`src/rtl/alu_div_rv32i_pkg.sv`:
```
// Shared definitions for the RV32M iterative divide unit.
package alu_div_rv32i_pkg;

  localparam int unsigned XLEN     = 32;
  localparam int unsigned DIV_ITER = 32;
  localparam int unsigned CNT_W    = 6;

  localparam logic [XLEN-1:0] INT_MIN = {1'b1, {(XLEN-1){1'b0}}};

  typedef enum logic [1:0] {
    OP_DIV  = 2'b00,
    OP_DIVU = 2'b01,
    OP_REM  = 2'b10,
    OP_REMU = 2'b11
  } div_op_e;

  typedef enum logic [1:0] {
    ST_IDLE   = 2'b00,
    ST_CALC   = 2'b01,
    ST_FINISH = 2'b10
  } div_state_e;

  // Operation context latched at accept; op[0]=unsigned, op[1]=remainder.
  typedef struct packed {
    logic [1:0] op;
    logic       q_neg;
    logic       r_neg;
  } div_ctx_t;

  function automatic logic [XLEN-1:0] abs_val(input logic [XLEN-1:0] x);
    return x[XLEN-1] ? (~x + XLEN'(1)) : x;
  endfunction

endpackage

```
`src/rtl/alu_div_rv32i_div_step.sv`:
```
// One restoring-division step: shift in the next dividend bit, subtract if it fits.
module div_step_rv32i
  import alu_div_rv32i_pkg::*;
(
  input  logic [XLEN-1:0] rem,
  input  logic [XLEN-1:0] dvd,
  input  logic [XLEN-1:0] dvs,
  output logic [XLEN-1:0] rem_next_c,
  output logic [XLEN-1:0] dvd_next_c,
  output logic            qbit_c
);

  logic [XLEN:0] shifted;
  logic [XLEN:0] diff;

  // Shifted remainder needs XLEN+1 bits once the divisor exceeds 2^(XLEN-1).
  always_comb begin
    shifted    = {rem, dvd[XLEN-1]};
    diff       = shifted - {1'b0, dvs};
    qbit_c     = (shifted >= {1'b0, dvs});
    rem_next_c = qbit_c ? diff[XLEN-1:0] : shifted[XLEN-1:0];
    dvd_next_c = {dvd[XLEN-2:0], 1'b0};
  end

endmodule

```
`src/rtl/alu_div_rv32i.sv`:
```
// RV32M DIV/DIVU/REM/REMU unit: one restoring step per cycle, start/busy/done handshake.
module alu_div_rv32i
  import alu_div_rv32i_pkg::*;
(
  input  logic            clock,
  input  logic            reset,
  input  logic            start,
  input  logic [XLEN-1:0] in1,
  input  logic [XLEN-1:0] in2,
  input  logic [1:0]      op,
  output logic            busy,
  output logic            done,
  output logic [XLEN-1:0] out
);

  div_state_e       state_q, state_d;
  logic [CNT_W-1:0] cnt_q, cnt_d;
  logic [XLEN-1:0]  rem_q, rem_d;
  logic [XLEN-1:0]  dvd_q, dvd_d;
  logic [XLEN-1:0]  dvs_q, dvs_d;
  logic [XLEN-1:0]  quo_q, quo_d;
  div_ctx_t         ctx_q, ctx_d;
  logic             busy_d, done_d;
  logic [XLEN-1:0]  out_d;

  logic [XLEN-1:0]  step_rem_c, step_dvd_c;
  logic             step_qbit_c;

  div_step_rv32i u_step (
    .rem        (rem_q),
    .dvd        (dvd_q),
    .dvs        (dvs_q),
    .rem_next_c (step_rem_c),
    .dvd_next_c (step_dvd_c),
    .qbit_c     (step_qbit_c)
  );

  logic            accept_c;
  logic            is_signed_c;
  logic            is_rem_c;
  logic            in_neg_c;
  logic [XLEN-1:0] quo_fin_c;
  logic [XLEN-1:0] res_fin_c;

  // Next-state, datapath and registered-output values.
  always_comb begin
    state_d   = state_q;
    cnt_d     = cnt_q;
    rem_d     = rem_q;
    dvd_d     = dvd_q;
    dvs_d     = dvs_q;
    quo_d     = quo_q;
    ctx_d     = ctx_q;
    busy_d    = 1'b0;
    done_d    = 1'b0;
    out_d     = out;
    accept_c  = start && (state_q != ST_CALC);
    is_signed_c = ~op[0];
    is_rem_c  = ctx_q.op[1];
    in_neg_c  = ~ctx_q.op[0] & (is_rem_c ? ctx_q.r_neg : ctx_q.q_neg);
    quo_fin_c = {quo_q[XLEN-2:0], step_qbit_c};
    res_fin_c = is_rem_c ? step_rem_c : quo_fin_c;

    case (state_q)
      ST_CALC: begin
        rem_d  = step_rem_c;
        dvd_d  = step_dvd_c;
        quo_d  = quo_fin_c;
        cnt_d  = cnt_q - CNT_W'(1);
        busy_d = 1'b1;
        if (cnt_q == '0) begin
          state_d = ST_FINISH;
          busy_d  = 1'b0;
          done_d  = 1'b1;
          out_d   = in_neg_c ? (~res_fin_c + XLEN'(1)) : res_fin_c;
        end
      end
      default: state_d = ST_IDLE;
    endcase

    // Accept in IDLE or FINISH; corner cases resolve without iterating.
    if (accept_c) begin
      ctx_d.op    = op;
      ctx_d.q_neg = is_signed_c & (in1[XLEN-1] ^ in2[XLEN-1]);
      ctx_d.r_neg = is_signed_c & in1[XLEN-1];
      dvd_d       = is_signed_c ? abs_val(in1) : in1;
      dvs_d       = is_signed_c ? abs_val(in2) : in2;
      rem_d       = '0;
      quo_d       = '0;
      cnt_d       = CNT_W'(DIV_ITER - 1);
      if (in2 == '0) begin
        state_d = ST_FINISH;
        done_d  = 1'b1;
        out_d   = op[1] ? in1 : '1;
      end else if (is_signed_c && (in1 == INT_MIN) && (in2 == '1)) begin
        state_d = ST_FINISH;
        done_d  = 1'b1;
        out_d   = op[1] ? '0 : INT_MIN;
      end else begin
        state_d = ST_CALC;
        busy_d  = 1'b1;
      end
    end
  end

  always_ff @(posedge clock) begin
    if (reset) begin
      state_q <= ST_IDLE;
      cnt_q   <= '0;
      rem_q   <= '0;
      dvd_q   <= '0;
      dvs_q   <= '0;
      quo_q   <= '0;
      ctx_q   <= '0;
      busy    <= 1'b0;
      done    <= 1'b0;
      out     <= '0;
    end else begin
      state_q <= state_d;
      cnt_q   <= cnt_d;
      rem_q   <= rem_d;
      dvd_q   <= dvd_d;
      dvs_q   <= dvs_d;
      quo_q   <= quo_d;
      ctx_q   <= ctx_d;
      busy    <= busy_d;
      done    <= done_d;
      out     <= out_d;
    end
  end

endmodule

```
`config.mk`:
```
export PLATFORM = sky130hd
export DESIGN_NAME = alu_div_rv32i
export DESIGN_NICKNAME = d
export VERILOG_FILES = /design/src/rtl/alu_div_rv32i_pkg.sv /design/src/rtl/alu_div_rv32i_div_step.sv /design/src/rtl/alu_div_rv32i.sv
export SDC_FILE = /design/constraint.sdc
export NUM_CORES = 1
export LEC_CHECK = 0
export ABC_AREA = 1
export CAP_MARGIN = 20
export CORE_ASPECT_RATIO = 1.5
export CORE_MARGIN = 4
export CORE_UTILIZATION = 42
export CTS_CLUSTER_DIAMETER = 100
export CTS_CLUSTER_SIZE = 12
export DETAILED_ROUTE_END_ITERATION = 16
export GPL_TIMING_DRIVEN = 0
export SLEW_MARGIN = 15
export SYNTH_ARGS = -nofsm -noshare
export SYNTH_HDL_FRONTEND = slang
export SYNTH_HIERARCHICAL = 1
export SYNTH_SLANG_ARGS = --single-unit
```
`constraint.sdc`:
```
create_clock -name clock -period 3.4 [get_ports clock]
set_input_delay 0.68 -clock clock [delete_from_list [all_inputs] [get_ports clock]]
set_output_delay 0.68 -clock clock [all_outputs]
set_load 0.1 [all_outputs]
```
==> flow_metrics.py, run 1 <==
metrics = {
    "synth": {
        "synthFlopType": "dfxtp_1",
        "synth-edff-count": 0,
        "ys_ff_latch": 173,
        "netlist_top_cells_area": "dfxtp_1 26%, nand2_1 19%, inv_1 7.6%",
        "synthMuxAreaShare_pct": 0.177,
        "synth_compound_area_share_pct": 15.8,
        "syn_nets": 2300,
        "synth_top_family_by_area": "simple AND/OR/NAND/NOR gates",
        "ys_seq_area_share_pct": 25.8,
        "ys_warn_count": 6,
        "synth_xor_area_share_pct": 2.48,
        "yosys.area.top_type": "dfxtp_1",
        "synth_cell_type_count": 56,
        "async_flop_share_pct": 0,
        "syn_area_mm2": 0.0134,
        "avgSynthCellArea_um2": 6.12,
        "yosys.area_share.simple_pct": 38.9,
        "synth_top_area_share_pct": 25.8,
        "syn_inst": 2192,
        "synth_adder_area_share_pct": 3.70,
    },
    "grt": {
        "grt_pass1_vias": 14100,
        "grtUsageTotal_pct": 30.1,
        "antenna_found_initial": 3,
        "grt_max_degree": 17,
        "grt_pass1_wl_mm": 81.1,
        "gr-total-overflow": 0,
        "grtUsageMet2_pct": 55.9,
        "grt_util_met1_pct": 31.9,
        "gr-usage-met3_pct": 3.82,
        "grt-busiest-layer": "met2",
    },
    "worst_setup_path": {
        "reg2reg_to": "out[28]$_SDFF_PP0_",
        "critPathMaxFanout": 8,
        "rr_worst_depth": 23,
        "critical_path.max_stage_delay_ps": 430,
        "critPathCaptureType": "flip-flop",
        "crit_buf_inv": 1,
        "cpLargestDelayFamily": "simple AND/OR/NAND/NOR gates",
        "regToRegStartpoint": "rem_q[30]$_SDFFE_PP0P_",
        "crit_path_top_delay_cell": "dfxtp_1",
        "cp_cell_sequence": "ha_4 > buf_4 > nand4_1 > nor3_4 > nand2_2 > nand2_2 > nor2_4 > nand2_8 > nand2_4 > o21ai_4 > or2_0 > o21ai_2 > ha_4 > nand3_4 > nor2_4 > nand3_4 > nor2_8 > nand4_1 > nand2_1 > nand3_2 > nand3_2 > nand2_1 > a21oi_1",
        "cp.arrival_ps": 3790,
        "worst-setup-path-type": "flip-flop to flip-flop",
        "crit_required_ps": 3780,
        "rrSetupSlack_ps": -6,
        "critPathLaunchType": "flip-flop",
    },
    "cts": {
        "htree_levels": 4,
        "cts.sinks": 173,
        "cts_root_buffer": "clkbuf_16",
        "cts_hold_buf": 0,
        "cts_tree": "built",
        "clk_pin_slew_ps": 70,
        "numCtsBuffers": 17,
        "clk_latency_ps": 460,
        "clockBufferDepth": 2,
    },
    "timing": {
        "slew_violations": 0,
        "max_freq_mhz": 294,
        "rsz0062_at_grt": "true",
        "finalClockSkew_ps": 10.2,
        "period_needed_ps": 3410,
        "slew_headroom_pct": 31.3,
        "worst_slack_ps": -5.67,
        "holdWs_ps": 464,
        "fin_crit_sh_pct": 100,
        "setup-violations-final": 1,
        "worst_pin_slew_ps": 1030,
        "hold_viol_final": 0,
    },
    "layout": {
        "finalInstanceArea_mm2": 0.0171,
        "layout_common_cells": "609 x nand2_1, 240 x inv_1, 162 x a21oi_1",
        "mostFrequentLayoutCell": "nand2_1",
        "drive_gt1_share_pct": 21.2,
        "area_growth_pct": 27.7,
        "nets": 2463,
    },
    "place": {
        "gp_congestion": 0.992,
        "postPlaceCellArea_mm2": 0.0149,
        "hpwl_mm": 43.5,
        "portBuffers": 101,
    },
    "outcome": {
        "status": "finished with violations",
        "violations": "negative setup slack",
    },
    "floorplanning": {
        "core_mm2": 0.0312,
        "start_util_pct": 42.9,
        "dieArea_mm2": 0.0349,
        "dieHeight_um": 227,
        "rows": 79,
        "io-pin-count": 103,
        "die_w_um": 154,
    },
    "power_and_ir_drop": {
        "ir_drop_v": 0.000362,
        "pwr_density_cell_mw_per_mm2": 488,
        "leakage_nw": 7.36,
    },
    "hold_path": {
        "hold_depth": 2,
        "hold_end": "dvs_q[12]$_SDFFE_PP0P_",
        "hold_path_startpoint": "dvs_q[12]$_SDFFE_PP0P_",
        "hp-class": "flip-flop to flip-flop",
    },
    "detailed_routing": {
        "antenna_left": 0,
        "drt_iter0_drc": 939,
        "vias": 14800,
        "wl_mm": 54.2,
        "wl_per_cell_um": 19.5,
        "drc": 0,
        "firstDrtPassIters": 5,
        "viasPerCell": 5.32,
    },
    "flow_run": {
        "max-cap-violations": 0,
    },
}
-- layout make-up --
type,instances,area (um^2)
Antenna cell,1,2.50
Sequential cell,173,3520
Buffer,121,711
Timing Repair Buffer,145,1350
Multi-Input combinational cell,1617,9420
Fill cell,3211,14100
Clock inverter,12,87.6
Inverter,280,1060
Tap cell,405,507
Clock buffer,20,457
-- stage by stage --
step	cells	power (mW)	setup slack (ps)	setup TNS, ps	utilization [%]
after floorplan	2192	4.63	230	0	-
after global placement	2698	5.71	-890	-17380	47.8
final	2774	8.34	-5.67	-5.67	54.8
after detailed placement	2698	5.72	-934	-18360	47.8
after global routing	2774	8.77	-216	-3080	54.8
after CTS	2752	8.00	-40.1	-76.3	52.7
-- synth_stat cells, types with 2 or more instances --
library cell / count
buf_8: 2
nor4_1: 6
nand3_1: 160
nor2_1: 144
nor2_2: 13
o21ai_2: 6
nand2_1: 690
or2_2: 10
nand2_2: 17
o21ai_0: 115
a21oi_1: 169
nor2_8: 2
nor3_1: 22
nand2_4: 10
buf_2: 23
nor2_4: 11
a21o_1: 2
or2_1: 3
nand3_2: 14
buf_6: 6
o211ai_1: 11
ha_1: 38
o21ai_1: 19
buf_12: 2
xnor2_1: 6
buf_4: 32
xor2_1: 32
o21bai_1: 2
a21oi_2: 2
o21a_1: 2
a22o_1: 24
nand4_1: 24
and2_1: 8
a32o_1: 7
nor3_2: 8
clkbuf_1: 57
nand3b_1: 15
inv_1: 273
a31oi_1: 11
inv_2: 6
dfxtp_1: 173
-- worst register-to-register path, cell delays in order, from the launching register on --
cell and delay (ps):
dfxtp_1 430, ha_4 250, buf_4 150, nand4_1 150
nor3_4 60, nand2_2 80, nand2_2 70, nor2_4 170
nand2_8 130, nand2_4 100, o21ai_4 70, or2_0 220
o21ai_2 120, ha_4 190, nand3_4 80, nor2_4 130
nand3_4 150, nor2_8 150, nand4_1 130, nand2_1 130
nand3_2 80, nand3_2 100, nand2_1 80, a21oi_1 120
-- flip-flops by register name (all words and copies together) (netlist names) --
| name | flops |
|---|---|
| quo_q | 31 |
| rem_q | 32 |
| cnt_q | 6 |
| dvd_q | 32 |
| busy | 1 |
| state_q | 2 |
| out | 32 |
| done | 1 |
| ctx_q | 4 |
| dvs_q | 32 |
-- timing repair --
action / CTS / global route
buffers inserted: 23 / 21
resized for setup: 181 / 161
pin swaps: 37 / 53
endpoints found under the setup margin: 31 / 28
-- cell families after synthesis --
logic type               Yosys count
XOR/XNOR                          38
AND/OR/NAND/NOR                 1162
multiplexers                       2
flip-flops                       173
other                              1
AO/OA/AOI/OAI                    375
adder cells (fa/ha/maj)           39
buffers and inverters            402
-- routing by layer --
metal  share of wire [%]  vias up
met1                  37     6781
li1                    -     7358
met5               0.042        -
met4                 7.2        4
met2                  51      470
met3                 4.5      153
-- worst max path at each step --
stage / startpoint / to / cells after the start
3_5_place_dp: dvs_q[24]$_SDFFE_PP0P_ / out[28]$_SDFF_PP0_ / 24
5_1_grt: dvs_q[9]$_SDFFE_PP0P_ / out[20]$_SDFF_PP0_ / 24
3_3_place_gp: dvs_q[24]$_SDFFE_PP0P_ / out[28]$_SDFF_PP0_ / 24
2_1_floorplan: dvs_q[3]$_SDFFE_PP0P_ / out[30]$_SDFF_PP0_ / 28
6_report: rem_q[30]$_SDFFE_PP0P_ / out[28]$_SDFF_PP0_ / 23
4_1_cts: dvs_q[29]$_SDFFE_PP0P_ / out[30]$_SDFF_PP0_ / 23
-- power by group --
part | switching (mW) | leakage, nW | internal (mW) | total (mW)
combinational | 2.76 | 5.68 | 1.48 | 4.24
sequential | 0.0966 | 1.43 | 2.15 | 2.25
clock | 0.884 | 0.255 | 0.975 | 1.86
total | 3.74 | 7.36 | 4.61 | 8.34
(Power assumes the default switching activity.)
==> run 2, diff against run 1 <==
CORE_UTILIZATION = 25   (was 42)
==> flow_metrics.py, run 2 (synthesis gave the netlist of run 1 again) <==
metrics = {
    "timing": {
        "setup-violations-final": 1,
        "fin_tns_setup_ps": -24.9,
        "hold_viol_final": 0,
        "period_needed_ps": 3420,
        "slew_violations": 0,
        "worst_pin_slew_ps": 993,
        "slew_headroom_pct": 33.6,
        "rsz0062_at_grt": "true",
        "max_freq_mhz": 292,
        "fin_crit_sh_pct": 101,
        "worst_slack_ps": -24.9,
        "finalClockSkew_ps": 13.5,
    },
    "cts": {
        "numCtsBuffers": 17,
        "cts_tree": "built",
        "clk_pin_slew_ps": 70,
        "cts.sinks": 173,
        "clockBufferDepth": 2,
        "htree_levels": 4,
        "clk_latency_ps": 460,
        "cts_hold_buf": 0,
        "cts_root_buffer": "clkbuf_16",
    },
    "hold_path": {
        "hold_path_startpoint": "dvs_q[25]$_SDFFE_PP0P_",
        "hold_end": "dvs_q[25]$_SDFFE_PP0P_",
        "hold_depth": 2,
        "hp-class": "flip-flop to flip-flop",
    },
    "floorplanning": {
        "rows": 103,
        "dieArea_mm2": 0.0575,
        "core_mm2": 0.0528,
        "die_w_um": 197,
        "io-pin-count": 103,
        "start_util_pct": 25.4,
        "dieHeight_um": 292,
    },
    "worst_setup_path": {
        "cp.arrival_ps": 3740,
        "critical_path.max_stage_delay_ps": 360,
        "crit_buf_inv": 1,
        "rr_worst_depth": 25,
        "critPathCaptureType": "flip-flop",
        "rrSetupSlack_ps": -20,
        "cpLargestDelayFamily": "simple AND/OR/NAND/NOR gates",
        "crit_required_ps": 3710,
        "cp.depth": 25,
        "regToRegStartpoint": "dvs_q[30]$_SDFFE_PP0P_",
        "crit_path_top_delay_cell": "dfxtp_2",
        "crit_top_cell": "nand2_1",
        "reg2reg_to": "out[30]$_SDFF_PP0_",
        "critPathMaxFanout": 8,
        "worst-setup-path-type": "flip-flop to flip-flop",
        "critPathLaunchType": "flip-flop",
    },
    "grt": {
        "grt-busiest-layer": "met2",
        "grt_pass1_wl_mm": 81.5,
        "gr-usage-met3_pct": 2.08,
        "grtUsageTotal_pct": 18.3,
        "grt_max_degree": 17,
        "grt_util_met1_pct": 18.5,
        "antenna_found_initial": 0,
        "gr-total-overflow": 0,
        "grt_pass1_vias": 14300,
        "grtUsageMet2_pct": 35.0,
    },
    "flow_run": {
        "max-cap-violations": 0,
    },
    "power_and_ir_drop": {
        "leakage_nw": 7.29,
        "ir_drop_v": 0.000430,
        "pwr_density_cell_mw_per_mm2": 483,
    },
    "detailed_routing": {
        "drt_iter0_drc": 996,
        "firstDrtPassIters": 6,
        "drc": 0,
        "vias": 14800,
        "antenna_left": 0,
        "wl_per_cell_um": 17.9,
        "wl_mm": 54.5,
        "viasPerCell": 4.86,
    },
    "outcome": {
        "status": "finished with violations",
        "violations": "negative setup slack",
    },
    "layout": {
        "antennaDiodeCount": 0,
        "layout_common_cells": "638 x nand2_1, 248 x inv_1, 163 x a21oi_1",
        "area_growth_pct": 28.4,
        "nets": 2462,
        "mostFrequentLayoutCell": "nand2_1",
        "drive_gt1_share_pct": 19.1,
        "finalInstanceArea_mm2": 0.0172,
    },
    "place": {
        "portBuffers": 101,
        "hpwl_mm": 44.3,
        "gp_congestion": 1.02,
        "postPlaceCellArea_mm2": 0.0153,
    },
}
-- run 2: cell count changes in the layout (fill, tap and decap cells not counted), sizes merged --
cell / change
bufinv: +2
diode: -1
buf: -3
clkbuf: +4
clkinvlp: -4
-- run 2: layout make-up --
type	instances	area (um^2)
Buffer	120	702
Clock inverter	10	130
Inverter	280	1060
Timing Repair Buffer	145	1340
Multi-Input combinational cell	1617	9120
Tap cell	682	853
Fill cell	5802	35600
Sequential cell	173	3530
Clock buffer	22	474
-- run 2: worst register-to-register path: stages, from the launching register on --
cell and delay (ps):
dfxtp_2 360, inv_4 60, ha_4 240, a21o_1 210, nand2_1 80, nand2_2 60, a21oi_2 120, nand2_2 80
nor2_4 170, nand2_8 120, nand2_4 90, o21ai_4 60, or2_4 240, o21ai_4 90, ha_4 180, nand3_4 80
nor2_4 120, nand3_4 140, nor2_8 140, nand2_4 80, o21bai_4 160, nand2_1 70, nand2_1 70, nand3_2 120
nand2_1 120, a21oi_1 60
-- run 2: through the flow --
step	cells	hold slack (ps)	setup WS (ps)	power, mW	utilization [%]
2_1_floorplan	2192	426	230	4.63	-
3_3_place_gp	2975	441	-715	5.62	28.9
3_5_place_dp	2975	440	-718	5.63	28.9
4_1_cts	3026	459	-42.4	8.03	31.6
5_1_grt	3049	477	-196	8.74	32.6
6_report	3049	459	-24.9	8.31	32.6
-- run 2: worst max path at each step --
stage,start,endpoint,slack (ps)
floorplan,dvs_q[3]$_SDFFE_PP0P_,out[30]$_SDFF_PP0_,230
global placement,dvs_q[25]$_SDFFE_PP0P_,out[30]$_SDFF_PP0_,-710
detailed placement,dvs_q[21]$_SDFFE_PP0P_,out[30]$_SDFF_PP0_,-720
CTS,dvs_q[28]$_SDFFE_PP0P_,out[22]$_SDFF_PP0_,-40
global route,dvs_q[30]$_SDFFE_PP0P_,out[30]$_SDFF_PP0_,-200
finish,dvs_q[30]$_SDFFE_PP0P_,out[30]$_SDFF_PP0_,-20
-- run 2: what timing repair did --
item | CTS | global route
hold endpoints to repair | 0 | 0
gates resized for setup | 164 | 105
buffers inserted | 20 | 24
pin swaps | 39 | 56
setup endpoints to repair | 31 | 27
-- run 2: layer usage --
metal,wire [um],share of wire [%]
met5,0,0
met4,3990,7.3
met3,2160,4.0
met2,28800,53
met1,19600,36
-- run 2: where the power goes --
group | internal (mW) | switching, mW
combinational | 1.44 | 2.55
sequential | 2.15 | 0.111
clock | 1.16 | 0.904
==> run 3, diff against run 2 <==
SKIP_LAST_GASP = 1   (was unset)
clock period = 4 ns   (was 3.4 ns; I/O delays follow)
==> flow_metrics.py, run 3 (synthesis gave the netlist of run 1 again) <==
metrics = {
    "detailed_routing": {
        "antenna_left": 0,
        "firstDrtPassIters": 5,
        "wl_per_cell_um": 17.7,
        "wl_mm": 53.3,
        "drt_iter0_drc": 970,
        "vias": 14500,
        "drc": 0,
        "viasPerCell": 4.81,
    },
    "power_and_ir_drop": {
        "p_sw_mw": 2.85,
        "combPwrFrac_pct": 44.9,
        "power_frac_clock_pct": 26.3,
        "leakage_nw": 6.94,
        "ir_drop_v": 0.000359,
        "pwr-share-seq_pct": 28.8,
        "p_int_mw": 3.78,
        "pwr_density_cell_mw_per_mm2": 410,
        "swShare_pct": 43.0,
    },
    "layout": {
        "area_growth_pct": 20.6,
        "multi_input_area_mm2": 0.00847,
        "drive_gt1_share_pct": 10.6,
        "fillCellCount": 5928,
        "nets": 2421,
        "antennaDiodeCount": 0,
        "mostFrequentLayoutCell": "nand2_1",
        "seqCellArea_mm2": 0.00347,
        "layout_common_cells": "683 x nand2_1, 270 x inv_1, 169 x a21oi_1",
        "fin_util_pct": 30.6,
    },
    "floorplanning": {
        "dieArea_mm2": 0.0575,
        "dieHeight_um": 292,
        "rows": 103,
        "start_util_pct": 25.4,
        "die_w_um": 197,
        "core_mm2": 0.0528,
        "io-pin-count": 103,
    },
    "timing": {
        "fin_crit_sh_pct": 95.3,
        "finalClockSkew_ps": 11.5,
        "setup-violations-final": 0,
        "fin_tns_setup_ps": 0,
        "worst_pin_slew_ps": 993,
        "slew_violations": 0,
        "period_needed_ps": 3810,
        "max_freq_mhz": 262,
        "slew_headroom_pct": 33.6,
        "hold_viol_final": 0,
    },
    "grt": {
        "grtUsageTotal_pct": 17.9,
        "grt_pass1_wl_mm": 79.8,
        "grt_max_degree": 17,
        "antenna_found_initial": 0,
        "grt_pass1_vias": 14000,
        "gr-total-overflow": 0,
    },
    "place": {
        "hpwl_mm": 44.3,
        "portBuffers": 101,
        "gp_congestion": 1.02,
    },
    "cts": {
        "cts.sinks": 173,
        "clk_latency_ps": 450,
        "clk_pin_slew_ps": 70,
        "numCtsBuffers": 17,
        "cts_tree": "built",
        "cts_root_buffer": "clkbuf_16",
        "clockBufferDepth": 2,
        "htree_levels": 4,
    },
    "worst_setup_path": {
        "cp_cell_sequence": "clkdlybuf4s50_1 > nand2_1 > nor2_1 > inv_1 > clkbuf_1 > a21oi_1 > o21ai_0 > nand2_1",
        "critical_path.max_stage_delay_ps": 830,
        "cp.arrival_ps": 4200,
        "worst-setup-path-type": "primary input to flip-flop",
        "critPathCaptureType": "flip-flop",
        "crit_buf_inv": 3,
        "critPathMaxFanout": 10,
        "crit_path_top_delay_cell": "nor2_1",
        "cpLargestDelayFamily": "buffers and inverters",
        "crit_required_ps": 4390,
        "critPathLaunchType": "primary input",
        "crit_top_cell": "nand2_1",
    },
    "hold_path": {
        "hp-class": "flip-flop to flip-flop",
    },
    "flow_run": {
        "max-cap-violations": 0,
    },
    "outcome": {
        "status": "complete, no violations",
    },
}
run 3: cell count changes in the layout (fill, tap and decap cells not counted), moves of 9 or more:
| cell | delta |
|---|---|
| nand2_1 | +45 |
| buf_4 | -43 |
| dfxtp_1 | +42 |
| dfxtp_2 | -38 |
| nand2_2 | -32 |
| inv_1 | +22 |
| inv_2 | -19 |
| ha_4 | -16 |
| nand2_4 | -13 |
| nand3_1 | +13 |
| nor2_1 | +12 |
| nand3_2 | -11 |
| o21ai_1 | +10 |
| ha_1 | +9 |
run 3: worst reg2reg max path: cells and delay by family (launching register included):
kind | cells | cell delay [ps]
DFF | 1 | 350
and+or+nand+nor | 18 | 2190
buffers and inverters | 1 | 130
AOI/OAI and AO/OA | 4 | 430
adders and majority gates | 2 | 500
run 3: area by class of cell:
class | instances | area share (%)
Buffer | 122 | 4.37
Clock buffer | 22 | 2.93
Clock inverter | 10 | 0.805
Inverter | 280 | 6.51
Multi-Input combinational cell | 1617 | 52.4
Sequential cell | 173 | 21.5
Tap cell | 682 | 5.28
Timing Repair Buffer | 102 | 6.30
run 3: metal layers:
metal / GRT usage, % / up-vias / routed length, um
met5: 0 / - / 0
met2: 34.3 / 420 / 28200
met3: 1.88 / 150 / 1910
met4: 11.0 / 0 / 3670
li1: - / 7264 / -
met1: 18.4 / 6640 / 19500
run 3: timing repair:
action,4_1_cts,5_1_grt
setup buffers,0,1
setup endpoints to repair,5,16
resized for setup,5,54
hold buffers,0,0
pin swaps,0,9
run 3: worst paths after layout:
check	startpoint	end	slack [ps]	depth (start not counted)
hold / removal	dvs_q[29]$_SDFFE_PP0P_	dvs_q[29]$_SDFFE_PP0P_	450	2
hold reg to reg	dvs_q[29]$_SDFFE_PP0P_	dvs_q[29]$_SDFFE_PP0P_	450	2
setup reg to reg	dvs_q[27]$_SDFFE_PP0P_	out[30]$_SDFF_PP0_	260	25
setup / recovery	start	dvd_q[20]$_SDFFE_PP0P_	190	8
run 3: power by group through the flow:
stage | Clock, mW | Combinational (mW) | Sequential (mW)
finish | 1.74 | 2.97 | 1.91
global route | 1.82 | 3.25 | 1.92
global placement | 0 | 2.83 | 1.94
CTS | 1.77 | 2.86 | 1.91
floorplan | 0 | 1.91 | 2.03
detailed placement | 0 | 2.84 | 1.94
run 3: through the flow:
step	std cells	hold slack [ps]	setup WS (ps)	power (mW)	instance area, um^2
after floorplan	2192	426	830	3.94	13400
after global placement	2975	441	-213	4.78	15300
after detailed placement	2975	440	-223	4.78	15300
after CTS	3007	456	5.91	6.54	15900
after global routing	3008	475	-14.6	6.99	16200
final	3008	451	187	6.63	16200
